$ cat config.mk
export PLATFORM = sky130hd
export DESIGN_NAME = program_loader_flat
export DESIGN_NICKNAME = d
export VERILOG_FILES = /design/src/rtl/program_loader_pkg.sv /design/src/rtl/program_loader_if.sv /design/src/rtl/program_loader_prog_ram.sv /design/src/rtl/program_loader.sv /design/src/flat_wrapper.sv
export SDC_FILE = /design/constraint.sdc
export NUM_CORES = 1
export LEC_CHECK = 0
export ABC_AREA = 1
export BUFFER_PORTS_ARGS = -buffer_cell sky130_fd_sc_hd__buf_2
export CORE_UTILIZATION = 54
export CTS_CLUSTER_SIZE = 30
export DETAILED_ROUTE_END_ITERATION = 10
export PLACE_DENSITY = 0.82
export SLEW_MARGIN = 20
export SYNTH_ARGS = -nofsm -noshare
export SYNTH_HDL_FRONTEND = slang
export SYNTH_HIERARCHICAL = 1
export SYNTH_SLANG_ARGS = --single-unit
$ cat constraint.sdc
create_clock -name clk -period 1.6 [get_ports clk]
set_input_delay 0.08 -clock clk [delete_from_list [all_inputs] [get_ports clk]]
set_output_delay 0.08 -clock clk [all_outputs]
set_load 0.005 [all_outputs]
$ cat src/rtl/program_loader_pkg.sv
// Shared types and constants for the program loader and the instruction decoder.
package program_loader_pkg;

  localparam int unsigned ADDR_W = 2;
  localparam int unsigned DATA_W = 2;
  localparam int unsigned DEPTH  = 4;
  // Wide enough to hold the count DEPTH itself, not just DEPTH-1.
  localparam int unsigned CNT_W  = 3;

  typedef logic [ADDR_W-1:0] addr_t;
  typedef logic [DATA_W-1:0] data_t;
  typedef logic [CNT_W-1:0]  cnt_t;

  typedef enum logic [1:0] {
    StIdle = 2'd0,
    StLoad = 2'd1,
    StArm  = 2'd2,
    StRun  = 2'd3
  } state_e;

  // Instruction opcodes, shared with the decoder.
  localparam data_t OpNop = 2'b00;
  localparam data_t OpInc = 2'b01;
  localparam data_t OpDec = 2'b10;
  localparam data_t OpJmp = 2'b11;

endpackage

$ cat src/rtl/program_loader_if.sv
// Write handshake and program-counter read port of the program loader.
interface program_loader_if;
  import program_loader_pkg::*;

  logic  wr_valid;
  data_t wr_data;
  logic  wr_ready;
  addr_t rd_addr;
  data_t rd_data;

  modport master (
    output wr_valid,
    output wr_data,
    output rd_addr,
    input  wr_ready,
    input  rd_data
  );

  modport slave (
    input  wr_valid,
    input  wr_data,
    input  rd_addr,
    output wr_ready,
    output rd_data
  );

endinterface

$ cat src/rtl/program_loader_prog_ram.sv
// Program RAM: register file with one synchronous write port and one asynchronous read port.
module prog_ram #(
  parameter int unsigned AddrW = 2,
  parameter int unsigned DataW = 2,
  parameter int unsigned Depth = 4
) (
  input  logic             clk,
  input  logic             reset,
  input  logic             we,
  input  logic [AddrW-1:0] waddr,
  input  logic [DataW-1:0] wdata,
  input  logic [AddrW-1:0] raddr,
  output logic [DataW-1:0] rdata
);

  logic [DataW-1:0] mem_q [Depth];

  // Storage: cleared by reset, written on enabled edges.
  always_ff @(posedge clk or posedge reset) begin
    if (reset) begin
      for (int i = 0; i < int'(Depth); i++) begin
        mem_q[i] <= '0;
      end
    end else if (we) begin
      mem_q[waddr] <= wdata;
    end
  end

  // Reading the entry being written returns the old value until the edge.
  assign rdata = mem_q[raddr];

endmodule

$ cat src/rtl/program_loader.sv
// Program loader: fills the program RAM over valid/ready, then releases the core with a start pulse.
module program_loader
  import program_loader_pkg::*;
(
  input  logic                   clk,
  input  logic                   reset,
  input  logic                   clk_en,
  input  logic                   load_req,
  program_loader_if.slave        bus,
  output logic                   cpu_hold,
  output logic                   cpu_start,
  output logic [CNT_W-1:0]       words_loaded,
  output logic                   err_overrun
);

  localparam cnt_t CntFull = cnt_t'(DEPTH);

  state_e state_q, state_d;
  addr_t  wr_ptr_q, wr_ptr_d;
  cnt_t   cnt_q, cnt_d;
  logic   err_q, err_d;
  logic   wr_ready;
  logic   xfer;

  // Next-state, pointer/count updates and state-decoded outputs; clk_en gates every change.
  always_comb begin
    state_d   = state_q;
    wr_ptr_d  = wr_ptr_q;
    cnt_d     = cnt_q;
    err_d     = err_q;
    wr_ready  = 1'b0;
    cpu_start = 1'b0;
    cpu_hold  = 1'b1;
    xfer      = 1'b0;

    unique case (state_q)
      StIdle: begin
        if (clk_en && load_req) begin
          state_d  = StLoad;
          wr_ptr_d = '0;
          cnt_d    = '0;
        end
      end
      StLoad: begin
        wr_ready = clk_en;
        xfer     = bus.wr_valid & clk_en;
        if (xfer) begin
          wr_ptr_d = wr_ptr_q + 1'b1;
          cnt_d    = cnt_q + 1'b1;
          // A word accepted as load_req falls still counts, so the load is non-empty.
          if (cnt_d == CntFull || !load_req) begin
            state_d = StArm;
          end
        end else if (clk_en && !load_req) begin
          state_d = (cnt_q != '0) ? StArm : StIdle;
        end
      end
      StArm: begin
        cpu_start = clk_en;
        if (clk_en) begin
          state_d = StRun;
        end
      end
      StRun: begin
        cpu_hold = 1'b0;
        if (clk_en && load_req) begin
          state_d  = StLoad;
          wr_ptr_d = '0;
          cnt_d    = '0;
        end
      end
      default: state_d = StIdle;
    endcase

    // Words offered outside LOAD are dropped and flagged until reset.
    if (clk_en && bus.wr_valid && state_q != StLoad) begin
      err_d = 1'b1;
    end
  end

  // State, pointer, count and sticky error registers.
  always_ff @(posedge clk or posedge reset) begin
    if (reset) begin
      state_q  <= StIdle;
      wr_ptr_q <= '0;
      cnt_q    <= '0;
      err_q    <= 1'b0;
    end else begin
      state_q  <= state_d;
      wr_ptr_q <= wr_ptr_d;
      cnt_q    <= cnt_d;
      err_q    <= err_d;
    end
  end

  prog_ram #(
    .AddrW (ADDR_W),
    .DataW (DATA_W),
    .Depth (DEPTH)
  ) u_prog_ram (
    .clk   (clk),
    .reset (reset),
    .we    (xfer),
    .waddr (wr_ptr_q),
    .wdata (bus.wr_data),
    .raddr (bus.rd_addr),
    .rdata (bus.rd_data)
  );

  assign bus.wr_ready  = wr_ready;
  assign words_loaded  = cnt_q;
  assign err_overrun   = err_q;

endmodule

$ cat src/flat_wrapper.sv
// flat-port wrapper written by rule: the top's interface ports become plain ports
module program_loader_flat import program_loader_pkg::*;
  (clk, reset, clk_en, load_req, cpu_hold, cpu_start, words_loaded, err_overrun, bus_wr_valid, bus_wr_data, bus_rd_addr, bus_wr_ready, bus_rd_data);
  program_loader_if bus_i ();
  input  logic clk;
  input  logic reset;
  input  logic clk_en;
  input  logic load_req;
  output logic cpu_hold;
  output logic cpu_start;
  output logic [CNT_W-1:0] words_loaded;
  output logic err_overrun;
  input wire logic [$bits(bus_i.wr_valid)-1:0] bus_wr_valid;
  input wire logic [$bits(bus_i.wr_data)-1:0] bus_wr_data;
  input wire logic [$bits(bus_i.rd_addr)-1:0] bus_rd_addr;
  output wire logic [$bits(bus_i.wr_ready)-1:0] bus_wr_ready;
  output wire logic [$bits(bus_i.rd_data)-1:0] bus_rd_data;
  assign bus_i.wr_valid = bus_wr_valid;
  assign bus_i.wr_data = bus_wr_data;
  assign bus_i.rd_addr = bus_rd_addr;
  assign bus_wr_ready = bus_i.wr_ready;
  assign bus_rd_data = bus_i.rd_data;
  program_loader u_core (.clk(clk), .reset(reset), .clk_en(clk_en), .load_req(load_req), .bus(bus_i), .cpu_hold(cpu_hold), .cpu_start(cpu_start), .words_loaded(words_loaded), .err_overrun(err_overrun));
endmodule
==> reports/summary.txt <==
Pwr Density: 1550 nW/um2
Post-CTS Resized: 0
Drt wl/cell: 10.8 um
Area growth from synthesis to layout: 15.0%
Largest net degree at the start of global routing: 11
Routed met3 length: 115 um
Post-route ant nets: 0
Share of post-route cells with drive strength above 1: 22.2%
Switching Share: 43.9%
Fin crit period: 1450 ps
Hold Crit Class: primary input to register
CP Launch Type: register
Highest Clock Rate: 692 MHz
Vias: 915
Cell Int Power: 1.04 mW
Area of the multi-input gates: 502 um2
Syn Inst Count: 141
Number of DRC markers in iteration 0: 25
Outcome: completed
FILL cells: 172
Syn. warnings: 6
Setup CP Type: register to register
Post-synthesis xor/xnor area fraction: 0.844%
Netlist cell types: 18
Post-Synth Adder-Cell Area: 7.24%
DRT Pass-1 Iters: 4
Via density per instance: 4.89
Final Cell Area: 1190 um2
Total grt overflow: 0
Number of global-route vias before repair: 834
Avg Cell Area, Syn: 7.36 um2
Tcrit/Tclk final: 90.3%
Post-DP HPWL: 1.61 mm
Tot Pwr: 1.85 mW
Met2 WL: 1.01 mm
Most frequent cells in the layout: nand2_1, inv_1, buf_2
Initial antenna violation count: 0
Core Util, Final: 67.6%
Num CTS Buffers: 3
Post-DP Area: 1150 um2
Final setup fails: 0
Clk buf depth: 2
I/O pin count: 18
FF+latch area: 400 um2
CP Max Fanout: 4
Setup TNS Final: 0 ps
Die span in x: 45.8 um
Syn nets: 156
Met1 Routed Length: 875 um
H-tree depth: 1
Max-cap violations: 0
Area contributors post-synth: dfrtp_1, nand2_1, inv_1
Root buffer cell: clkbuf_4
Setup crit end kind: register
Synth Area in Simple Gates: 34.1%
Largest area contributor in the synthesized netlist: dfrtp_1
Relative slew slack: 76.7%
Logic gate share of total power: 49.0%
Uppermost layer routed: met4
Clk pwr share: 14.4%
First-pass GRT wire length: 3.31 mm
Actual slew at the worst max-slew pin: 349 ps
WP data arrival: 1630 ps
Largest family of logic cells by synthesized area: simple AND/OR/NAND/NOR gates
Multiplexer area fraction after synthesis: 0%
Core area: 1760 um2
Post-synth top area share: 38.6%
Die height: 45.8 um
Starting Density: 58.8%
Setup Skew: 7.87 ps
Complex-gate fraction of the synthesized area: 6.15%
IO Port Bufs: 17
CTS tree: yes
LEAKAGE: 0.680 nW
DRC Markers: 0
Sequential power share: 36.7%
Cell Area, Synth: 1040 um2
Final WL: 2.02 mm
Die area: 2100 um2
Sequential area share after synthesis: 38.6%
Site row count: 15
Most common cell after layout, fill and taps aside: nand2_1
P_sw: 0.811 mW
GR Util All Layers: 22.0%
Clock net sink count: 16
Final Max Slew Viols: 0
Post-synthesis register bit count: 16
Worst VDD drop: 0.000856 V
Antenna diodes: 0
CP required: 1790 ps
Final hold vios: 0
Final #Nets: 178
GP Congestion: 0.688
Clk pin slew, worst setup/hold paths: 100 ps
Unrepaired setup endpoints after global routing: no
Worst skew pair latency: 290 ps
==> synthesized netlist by cell type <==
cell,number
xor2_1,1
nand3_1,8
nor2_1,5
o21ai_0,3
ha_1,6
nand3_2,4
nor2_4,1
dfrtp_1,16
o21bai_1,1
nor2_2,1
buf_4,2
o21ai_1,4
nand4_1,7
inv_2,3
nand2_1,45
o211ai_4,1
nand2_2,4
inv_1,29
==> state kept, by name, summed over array words and instances, names as in the netlist <==
name / count
u_core/u_prog_ram/mem_q: 8
u_core/words_loaded: 3
u_core/state_q: 2
u_core/wr_ptr_q: 2
u_core/err_overrun: 1
==> path summary, 6_finish.rpt <==
kind / start / end / slack (ps) / depth (start not counted)
setup / recovery: u_core/state_q[0]$_DFFE_PP0P_ / u_core/state_q[0]$_DFFE_PP0P_ / 150 / 8
hold / removal: bus_wr_data[0] / u_core/u_prog_ram/mem_q[0]$_DFFE_PP0P_ / 60 / 3
setup reg to reg: u_core/state_q[0]$_DFFE_PP0P_ / u_core/state_q[0]$_DFFE_PP0P_ / 150 / 8
hold reg to reg: u_core/err_overrun$_DFFE_PP0P_ / u_core/err_overrun$_DFFE_PP0P_ / 480 / 1
max in group asynchronous: reset / u_core/wr_ptr_q[1]$_DFFE_PP0P_ / 1050 / 3
min in group asynchronous: reset / u_core/u_prog_ram/mem_q[2]$_DFFE_PP0P_ / 270 / 3
==> through the flow <==
stage / worst slack, ps / hold WS (ps) / std cells
after CTS: 164 / 45.1 / 187
after global placement: 208 / 33.0 / 182
after floorplan: 252 / -104 / 141
after global routing: 46.8 / 70.9 / 187
final: 155 / 62.0 / 187
after detailed placement: 183 / 52.6 / 182
==> power groups by stage <==
| stage | logic [mW] | clock network, mW | registers [mW] |
|---|---|---|---|
| 4_1_cts | 0.903 | 0.281 | 0.678 |
| 2_1_floorplan | 0.715 | 0 | 0.653 |
| 3_3_place_gp | 0.856 | 0 | 0.676 |
| 3_5_place_dp | 0.895 | 0 | 0.686 |
| 5_1_grt | 1.01 | 0.289 | 0.701 |
| 6_report | 0.904 | 0.265 | 0.677 |
==> final cells by class <==
cell class	instances	share of cell area, %
Timing Repair Buffer	19	8.60
Clock buffer	4	3.04
Multi-Input combinational cell	91	42.1
Sequential cell	16	33.6
Tap cell	25	2.62
Inverter	32	10.1
==> repair_timing <==
| action | in CTS | in global routing |
|---|---|---|
| setup buffers | 0 | 0 |
| hold buffers | 1 | 0 |
| hold endpoints to repair | 16 | 0 |
==> layer usage <==
metal	vias up	GRT usage (%)
met4	0	8.82
met2	31	37.7
met1	407	26.6
met5	-	0
li1	473	-
met3	4	4.76
==> critical path, cell delays in order (launching register included) <==
cell	delay [ps]
dfrtp_1	410
inv_1	60
ha_1	370
nand2_2	140
nand2_2	70
nor2_4	130
nand2_2	60
nand2_1	60
nand2_1	40
==> cells by family (layout without fill, tap and decap cells) <==
logic type	count (synthesis)	after routing
xor gates and xnor gates	1	1
adders and majority gates	6	6
buffers and inverters	34	55
DFF	16	16
AOI/OAI and AO/OA	9	9
and+or+nand+nor	75	75
Note: power is estimated with default switching activity, not from simulation.
